===== src/rtl/seq_detector_multi_if.sv =====
// Stream, config and status signals of seq_detector_multi.
// The master drives the stream and config writes; the slave (the detector)
// returns hit pulses and hit counters.
interface seq_detector_multi_if #(
  parameter int SEQ_WIDTH = 8,
  parameter int NUM_PAT   = 4,
  parameter int CNT_WIDTH = 16
);
  localparam int IDXW = (NUM_PAT > 1) ? $clog2(NUM_PAT) : 1;

  logic                         clr;
  logic                         in_valid;
  logic                         in_bit;
  logic                         cfg_we;
  logic [IDXW-1:0]              cfg_idx;
  logic [SEQ_WIDTH-1:0]         cfg_pat;
  logic [SEQ_WIDTH-1:0]         cfg_mask;
  logic                         cfg_ovl;
  logic [NUM_PAT-1:0]           hit;
  logic                         hit_any;
  logic [NUM_PAT*CNT_WIDTH-1:0] hit_cnt;

  modport master (
    output clr, in_valid, in_bit, cfg_we, cfg_idx, cfg_pat, cfg_mask, cfg_ovl,
    input  hit, hit_any, hit_cnt
  );

  modport slave (
    input  clr, in_valid, in_bit, cfg_we, cfg_idx, cfg_pat, cfg_mask, cfg_ovl,
    output hit, hit_any, hit_cnt
  );
endinterface


===== src/rtl/seq_detector_multi.sv =====
// Runtime-programmable multi-pattern serial sequence detector.
// One valid-qualified bitstream is matched in parallel against NUM_PAT
// masked patterns, each in overlapping or non-overlapping mode.
// Optional feature: define SEQ_DET_HIT_CNT_EN to build saturating per-pattern
// hit counters; without it hit_cnt is tied to zero.
module seq_detector_multi #(
  parameter int SEQ_WIDTH = 8,
  parameter int NUM_PAT   = 4,
  parameter int CNT_WIDTH = 16
) (
  input logic               clk,
  input logic               rst,
  seq_detector_multi_if.slave bus
);
  localparam int IDXW  = (NUM_PAT > 1) ? $clog2(NUM_PAT) : 1;
  localparam int FILLW = $clog2(SEQ_WIDTH + 1);
  localparam logic [FILLW-1:0] FILL_MAX = FILLW'(SEQ_WIDTH);

  logic [SEQ_WIDTH-1:0] hist_q;
  logic [SEQ_WIDTH-1:0] hist_next;
  logic [FILLW-1:0]     fill_q;
  logic [FILLW-1:0]     fill_next;
  logic [FILLW-1:0]     since_q    [NUM_PAT];
  logic [FILLW-1:0]     since_next [NUM_PAT];
  logic [SEQ_WIDTH-1:0] pat_q      [NUM_PAT];
  logic [SEQ_WIDTH-1:0] mask_q     [NUM_PAT];
  logic [NUM_PAT-1:0]   ovl_q;
  logic [NUM_PAT-1:0]   cfg_sel;
  logic [NUM_PAT-1:0]   match;
  logic [NUM_PAT-1:0]   hit_q;
  logic                 hit_any_q;

  // Next-state history and saturating fill count for the bit offered this cycle.
  always_comb begin
    // NOTE: every output gets a default first so no path leaves it unassigned (no latch).
    hist_next = hist_q;
    fill_next = fill_q;
    if (bus.in_valid) begin
      hist_next = {hist_q[SEQ_WIDTH-2:0], bus.in_bit};
      if (fill_q != FILL_MAX) fill_next = fill_q + FILLW'(1);
    end
  end

  // Per-pattern match decision, made on the history as it will be after this bit.
  always_comb begin
    for (int i = 0; i < NUM_PAT; i++) begin
      // Out-of-range indices never equal a slot number, so they write nothing.
      cfg_sel[i]    = bus.cfg_we && (bus.cfg_idx == IDXW'(i));
      since_next[i] = since_q[i];
      if (bus.in_valid && since_q[i] != FILL_MAX) since_next[i] = since_q[i] + FILLW'(1);
      // A slot being rewritten never reports a hit on the old config's last bit.
      match[i] = bus.in_valid
              && (mask_q[i] != '0)
              && (((hist_next ^ pat_q[i]) & mask_q[i]) == '0)
              && (fill_next >= FILL_MAX)
              && (ovl_q[i] || since_next[i] >= FILL_MAX)
              && !cfg_sel[i];
    end
  end

  // Stream state, config slots and registered hit pulses.
  always_ff @(posedge clk) begin
    // NOTE: sequential state uses non-blocking assignments so every flop samples pre-edge values.
    if (rst) begin
      hist_q    <= '0;
      fill_q    <= '0;
      hit_q     <= '0;
      hit_any_q <= 1'b0;
      ovl_q     <= '0;
      // NOTE: the config slots are reset on purpose; a zero mask is the "disabled" state.
      for (int i = 0; i < NUM_PAT; i++) begin
        since_q[i] <= '0;
        pat_q[i]   <= '0;
        mask_q[i]  <= '0;
      end
    end else begin
      for (int i = 0; i < NUM_PAT; i++) begin
        if (cfg_sel[i]) begin
          pat_q[i]  <= bus.cfg_pat;
          mask_q[i] <= bus.cfg_mask;
          ovl_q[i]  <= bus.cfg_ovl;
        end
      end
      if (bus.clr) begin
        // The bit offered alongside clr is dropped; config is kept.
        hist_q    <= '0;
        fill_q    <= '0;
        hit_q     <= '0;
        hit_any_q <= 1'b0;
        for (int i = 0; i < NUM_PAT; i++) since_q[i] <= '0;
      end else begin
        hist_q    <= hist_next;
        fill_q    <= fill_next;
        hit_q     <= match;
        hit_any_q <= |match;
        // A hit or a rewrite restarts the non-overlap spacing for that slot.
        for (int i = 0; i < NUM_PAT; i++)
          since_q[i] <= (match[i] || cfg_sel[i]) ? '0 : since_next[i];
      end
    end
  end

  assign bus.hit     = hit_q;
  assign bus.hit_any = hit_any_q;

`ifdef SEQ_DET_HIT_CNT_EN
  logic [CNT_WIDTH-1:0]         cnt_q [NUM_PAT];
  logic [NUM_PAT*CNT_WIDTH-1:0] cnt_flat;

  // Saturating hit counters, bumped on the same edge that raises the hit pulse.
  always_ff @(posedge clk) begin
    if (rst || bus.clr) begin
      for (int i = 0; i < NUM_PAT; i++) cnt_q[i] <= '0;
    end else begin
      for (int i = 0; i < NUM_PAT; i++)
        if (match[i] && cnt_q[i] != '1) cnt_q[i] <= cnt_q[i] + CNT_WIDTH'(1);
    end
  end

  // Flatten the counters onto the status bus, pattern i in slice i.
  always_comb begin
    cnt_flat = '0;
    for (int i = 0; i < NUM_PAT; i++) cnt_flat[i*CNT_WIDTH +: CNT_WIDTH] = cnt_q[i];
  end

  assign bus.hit_cnt = cnt_flat;
`else
  assign bus.hit_cnt = '0;
`endif

endmodule


===== src/flat_wrapper.sv =====
// flat-port wrapper written by rule: the top's interface ports become plain ports
module seq_detector_multi_flat 
#(
  parameter int SEQ_WIDTH = 8,
  parameter int NUM_PAT   = 4,
  parameter int CNT_WIDTH = 16
)
  (clk, rst, bus_clr, bus_in_valid, bus_in_bit, bus_cfg_we, bus_cfg_idx, bus_cfg_pat, bus_cfg_mask, bus_cfg_ovl, bus_hit, bus_hit_any, bus_hit_cnt);
  seq_detector_multi_if #(.SEQ_WIDTH(SEQ_WIDTH), .NUM_PAT(NUM_PAT), .CNT_WIDTH(CNT_WIDTH)) bus_i ();
  input logic clk;
  input logic rst;
  input wire logic [$bits(bus_i.clr)-1:0] bus_clr;
  input wire logic [$bits(bus_i.in_valid)-1:0] bus_in_valid;
  input wire logic [$bits(bus_i.in_bit)-1:0] bus_in_bit;
  input wire logic [$bits(bus_i.cfg_we)-1:0] bus_cfg_we;
  input wire logic [$bits(bus_i.cfg_idx)-1:0] bus_cfg_idx;
  input wire logic [$bits(bus_i.cfg_pat)-1:0] bus_cfg_pat;
  input wire logic [$bits(bus_i.cfg_mask)-1:0] bus_cfg_mask;
  input wire logic [$bits(bus_i.cfg_ovl)-1:0] bus_cfg_ovl;
  output wire logic [$bits(bus_i.hit)-1:0] bus_hit;
  output wire logic [$bits(bus_i.hit_any)-1:0] bus_hit_any;
  output wire logic [$bits(bus_i.hit_cnt)-1:0] bus_hit_cnt;
  assign bus_i.clr = bus_clr;
  assign bus_i.in_valid = bus_in_valid;
  assign bus_i.in_bit = bus_in_bit;
  assign bus_i.cfg_we = bus_cfg_we;
  assign bus_i.cfg_idx = bus_cfg_idx;
  assign bus_i.cfg_pat = bus_cfg_pat;
  assign bus_i.cfg_mask = bus_cfg_mask;
  assign bus_i.cfg_ovl = bus_cfg_ovl;
  assign bus_hit = bus_i.hit;
  assign bus_hit_any = bus_i.hit_any;
  assign bus_hit_cnt = bus_i.hit_cnt;
  seq_detector_multi #(.SEQ_WIDTH(SEQ_WIDTH), .NUM_PAT(NUM_PAT), .CNT_WIDTH(CNT_WIDTH)) u_core (.clk(clk), .rst(rst), .bus(bus_i));
endmodule

===== config.mk =====
export PLATFORM = sky130hd
export DESIGN_NAME = seq_detector_multi_flat
export DESIGN_NICKNAME = d
export VERILOG_FILES = /design/src/rtl/seq_detector_multi_if.sv /design/src/rtl/seq_detector_multi.sv /design/src/flat_wrapper.sv
export SDC_FILE = /design/constraint.sdc
export NUM_CORES = 1
export LEC_CHECK = 0
export BUFFER_PORTS_ARGS = -buffer_cell sky130_fd_sc_hd__buf_2
export CAP_MARGIN = 5
export CORE_UTILIZATION = 40
export CTS_BUF_LIST = sky130_fd_sc_hd__clkbuf_16
export CTS_CLUSTER_SIZE = 12
export DETAILED_ROUTE_END_ITERATION = 12
export PLACE_DENSITY_LB_ADDON = 0.05
export SYNTH_ARGS = -nofsm -noshare
export SYNTH_HDL_FRONTEND = slang
export SYNTH_SLANG_ARGS = --single-unit

===== constraint.sdc =====
create_clock -name clk -period 1.8 [get_ports clk]
set_input_delay 0.18 -clock clk [delete_from_list [all_inputs] [get_ports clk]]
set_output_delay 0.18 -clock clk [all_outputs]
set_load 0.03 [all_outputs]

==> results by group <==
Status
  – Status: finished, violations left
  – Failing checks: negative setup slack

Yosys
  – Yosys reg bits: 101
  – Distinct cells, synth: 41
  – Mean Syn Cell Area: around 12 sq um
  – Synth Instances: 462
  – Most frequent cell after synthesis: edfxtp_1
  – Post-synthesis sequential area ratio: 52.35%
  – Post-synth top area cell: edfxtp_1
  – Commonest cells post-synth: edfxtp_1 (76), and2_1 (65), buf_4 (64)
  – Synth Warn #: 0
  – Ys flop type: edfxtp_1
  – EDFF count, synth: 76
  – Synth top area share: between 40% and 50%
  – Synth async-reset ratio: 0%
  – Cell Area, Synth: around 0.0053 sq mm
  – Synth area leaders: edfxtp_1 (43%), dfxtp_1 (9.4%), buf_4 (9.0%), and2_1 (7.7%), xnor2_1 (5.8%)

Layout
  – Final Net Count: roughly 610
  – Layout Utilization: 50.82%
  – Fin cells: 753
  – Synthesis-to-finish area growth: 22.13%
  – Layout cells sized above 1: just under 30%
  – Ant. Diodes: 0
  – Fin area: 0.006491 sq mm

Power and ir drop
  – Maximum VDD drop: 0.8192 mV
  – Pwr Density: approximately 820 mW/mm^2
  – P_leak: 0.002660 uW

Timing
  – Unrepaired setup endpoints after global routing: yes
  – Max Freq: approximately 500 MHz
  – Clock skew: 9.299 ps
  – Worst-Margin Slew: 1170 ps
  – Tcrit/Tclk final: 110.7%
  – Slew Limit Fails: 0
  – Setup TNS: -977.5 ps
  – Final setup violation count: 13
  – Final Hold Viols: 0
  – Final worst slack: -192.1 ps
  – Relative slew slack: 21.86%
  – Period minus WS final: 1992 ps

Flow run
  – Max-cap violations: 0

GRT
  – Initial antenna violation count: 0
  – Largest net degree at the start of global routing: 18
  – GRT Residual Overflow: 0
  – Vias in the first global route: 3200
  – First-pass GRT wire length: 18.23 mm
  – Total GRT Usage: around a fifth

Route
  – Final ANT Viol Nets: 0
  – Vias: ~3300
  – Post-DR vias/cell: 4.413
  – Routed WL per cell: 15.87 um
  – Final wirelength: between 10 and 15 mm
  – Met3 wire length: 412 um
  – Wl on met1: 5.681 mm
  – Uppermost layer routed: met4
  – Initial drt markers: 122
  – DRC: 0
  – DR pass1 iterations: 4
  – Routed wl met2: ~5.7 mm

Clock tree
  – Worst-Skew Late Latency: between 300 and 400 ps
  – CTS Root Cell: clkbuf_16
  – CTS tree: built
  – TritonCTS buffer count: 9
  – Deepest level of the CTS H-tree: 3
  – Reg clk slew, reported paths: approximately 70 ps
  – Clock Tree Buf Depth: 2
  – CTS Hold Bufs: 0
  – Num Clock Sinks: 101

Critical path
  – Setup Crit Path Kind: flop to flop
  – Worst path bufs/invs: 1
  – Crit-path max FO: 4
  – Crit-path max cell delay: 460 ps
  – Arr. time, crit path: 2220 ps
  – Worst path slowest cell: or4_1
  – WP data required: 2030 ps
  – Setup crit end kind: flop
  – Largest delay contributor family on the critical path: simple AND/OR/NAND/NOR gates
  – CP startpoint kind: flop
  – Crit-path cells: mux2i_2 -> buf_4 -> mux2i_1 -> a2111oi_4 -> nand4_1 -> nor3_2 -> or4_1

Placement
  – Placed cell areas: 0.005888 sq mm
  – Port-buffer cells: 29
  – Cells after DPL: 722
  – GPL Wtd Cong: around 0.77
  – HPWL reported at the end of detailed placement: 8.948 mm
  – Pre-CTS WS: -468.8 ps

Floorplanning
  – DIE WIDTH: 117.3 um
  – Die outline height: 117.3 um
  – Total core area: 0.01277 sq mm
  – Initial Util: 41.61%
  – Die area: 0.01375 sq mm
  – Floorplan row count: 41
  – Io pins: 94

Hold path
  – Min-Delay Path Class: input pin to flop
worst register-to-register path: stages, from the launching register on:
cell       delay, ps
dfxtp_2          350
mux2i_2          150
buf_4            160
mux2i_1          440
a2111oi_4         80
nand4_1          160
nor3_2            70
or4_1            460
report_power, final:
part           switching [uW]  leakage (uW)  internal, uW
Clock                     876      0.000134           940
Sequential               92.7      0.000958          2640
Combinational             462       0.00157           278
Total                    1430       0.00266          3860
metal layers:
metal | GRT usage [%] | up-vias
met5 | 0 | -
met4 | 5.232 | 0
met3 | 4.737 | 12
met2 | 30.47 | 74
met1 | 25.70 | 1575
li1 | - | 1662
placed cells by master (no fill, tap or decap), types with 9 or more instances in the layout:
master,count
ha_1,10
buf_4,65
dfxtp_1,19
nand2b_1,10
mux2i_1,14
nand2_1,16
conb_1,76
inv_1,17
buf_2,29
and2_1,65
edfxtp_1,76
nor2_1,39
clkbuf_16,9
xnor2_1,31
per-stage QoR:
step	total power (uW)	hold slack, ps
floorplan	3297	323.9
global placement	3453	446.2
detailed placement	3454	447.6
CTS	5309	71.81
global route	5507	92.30
finish	5291	90.38
sequential cells by signal, indices dropped and copies added (netlist names):
signal              cells
u_core.since_q         16
u_core.hist_q           8
u_core.bus.hit_any      1
u_core.mask_q          32
u_core.bus.hit          4
u_core.pat_q           32
u_core.fill_q           4
u_core.ovl_q            4
area by class of cell:
cell class,instances,area [sq um]
clock inverters,7,47.55
clock buffers,9,225.2
well taps,172,215.2
flip-flops and latches,101,2790
repair buffers,102,740.7
multi-input cells,345,2409
inverters,17,63.81
fillers,1149,6282
logic make-up after synthesis:
kind of cell,synth area share (%)
AO/OA/AOI/OAI,4.026
XOR/XNOR,6.426
adder cells (fa/ha/maj),2.354
buffers and inverters,11.16
flip-flops,52.35
multiplexers,6.003
other,0.1413
AND/OR/NAND/NOR,17.54
path summary, 6_finish.rpt:
kind	from	endpoint	slack (ps)	cells past startpoint
setup / recovery	u_core.hist_q[5]	u_core.bus.hit_any	-190	7
hold / removal	rst	u_core.ovl_q[2]	90	2
setup reg to reg	u_core.hist_q[5]	u_core.bus.hit_any	-190	7
hold reg to reg	u_core.ovl_q[2]	u_core.ovl_q[2]	510	2
what timing repair did:
item / CTS / global route
buffers inserted: 13 / 2
resized for setup: 29 / 19
setup endpoints to repair: 18 / 18
pin swaps: 8 / 8
cloned: 0 / 0
Power figures use the tool's default switching activity.
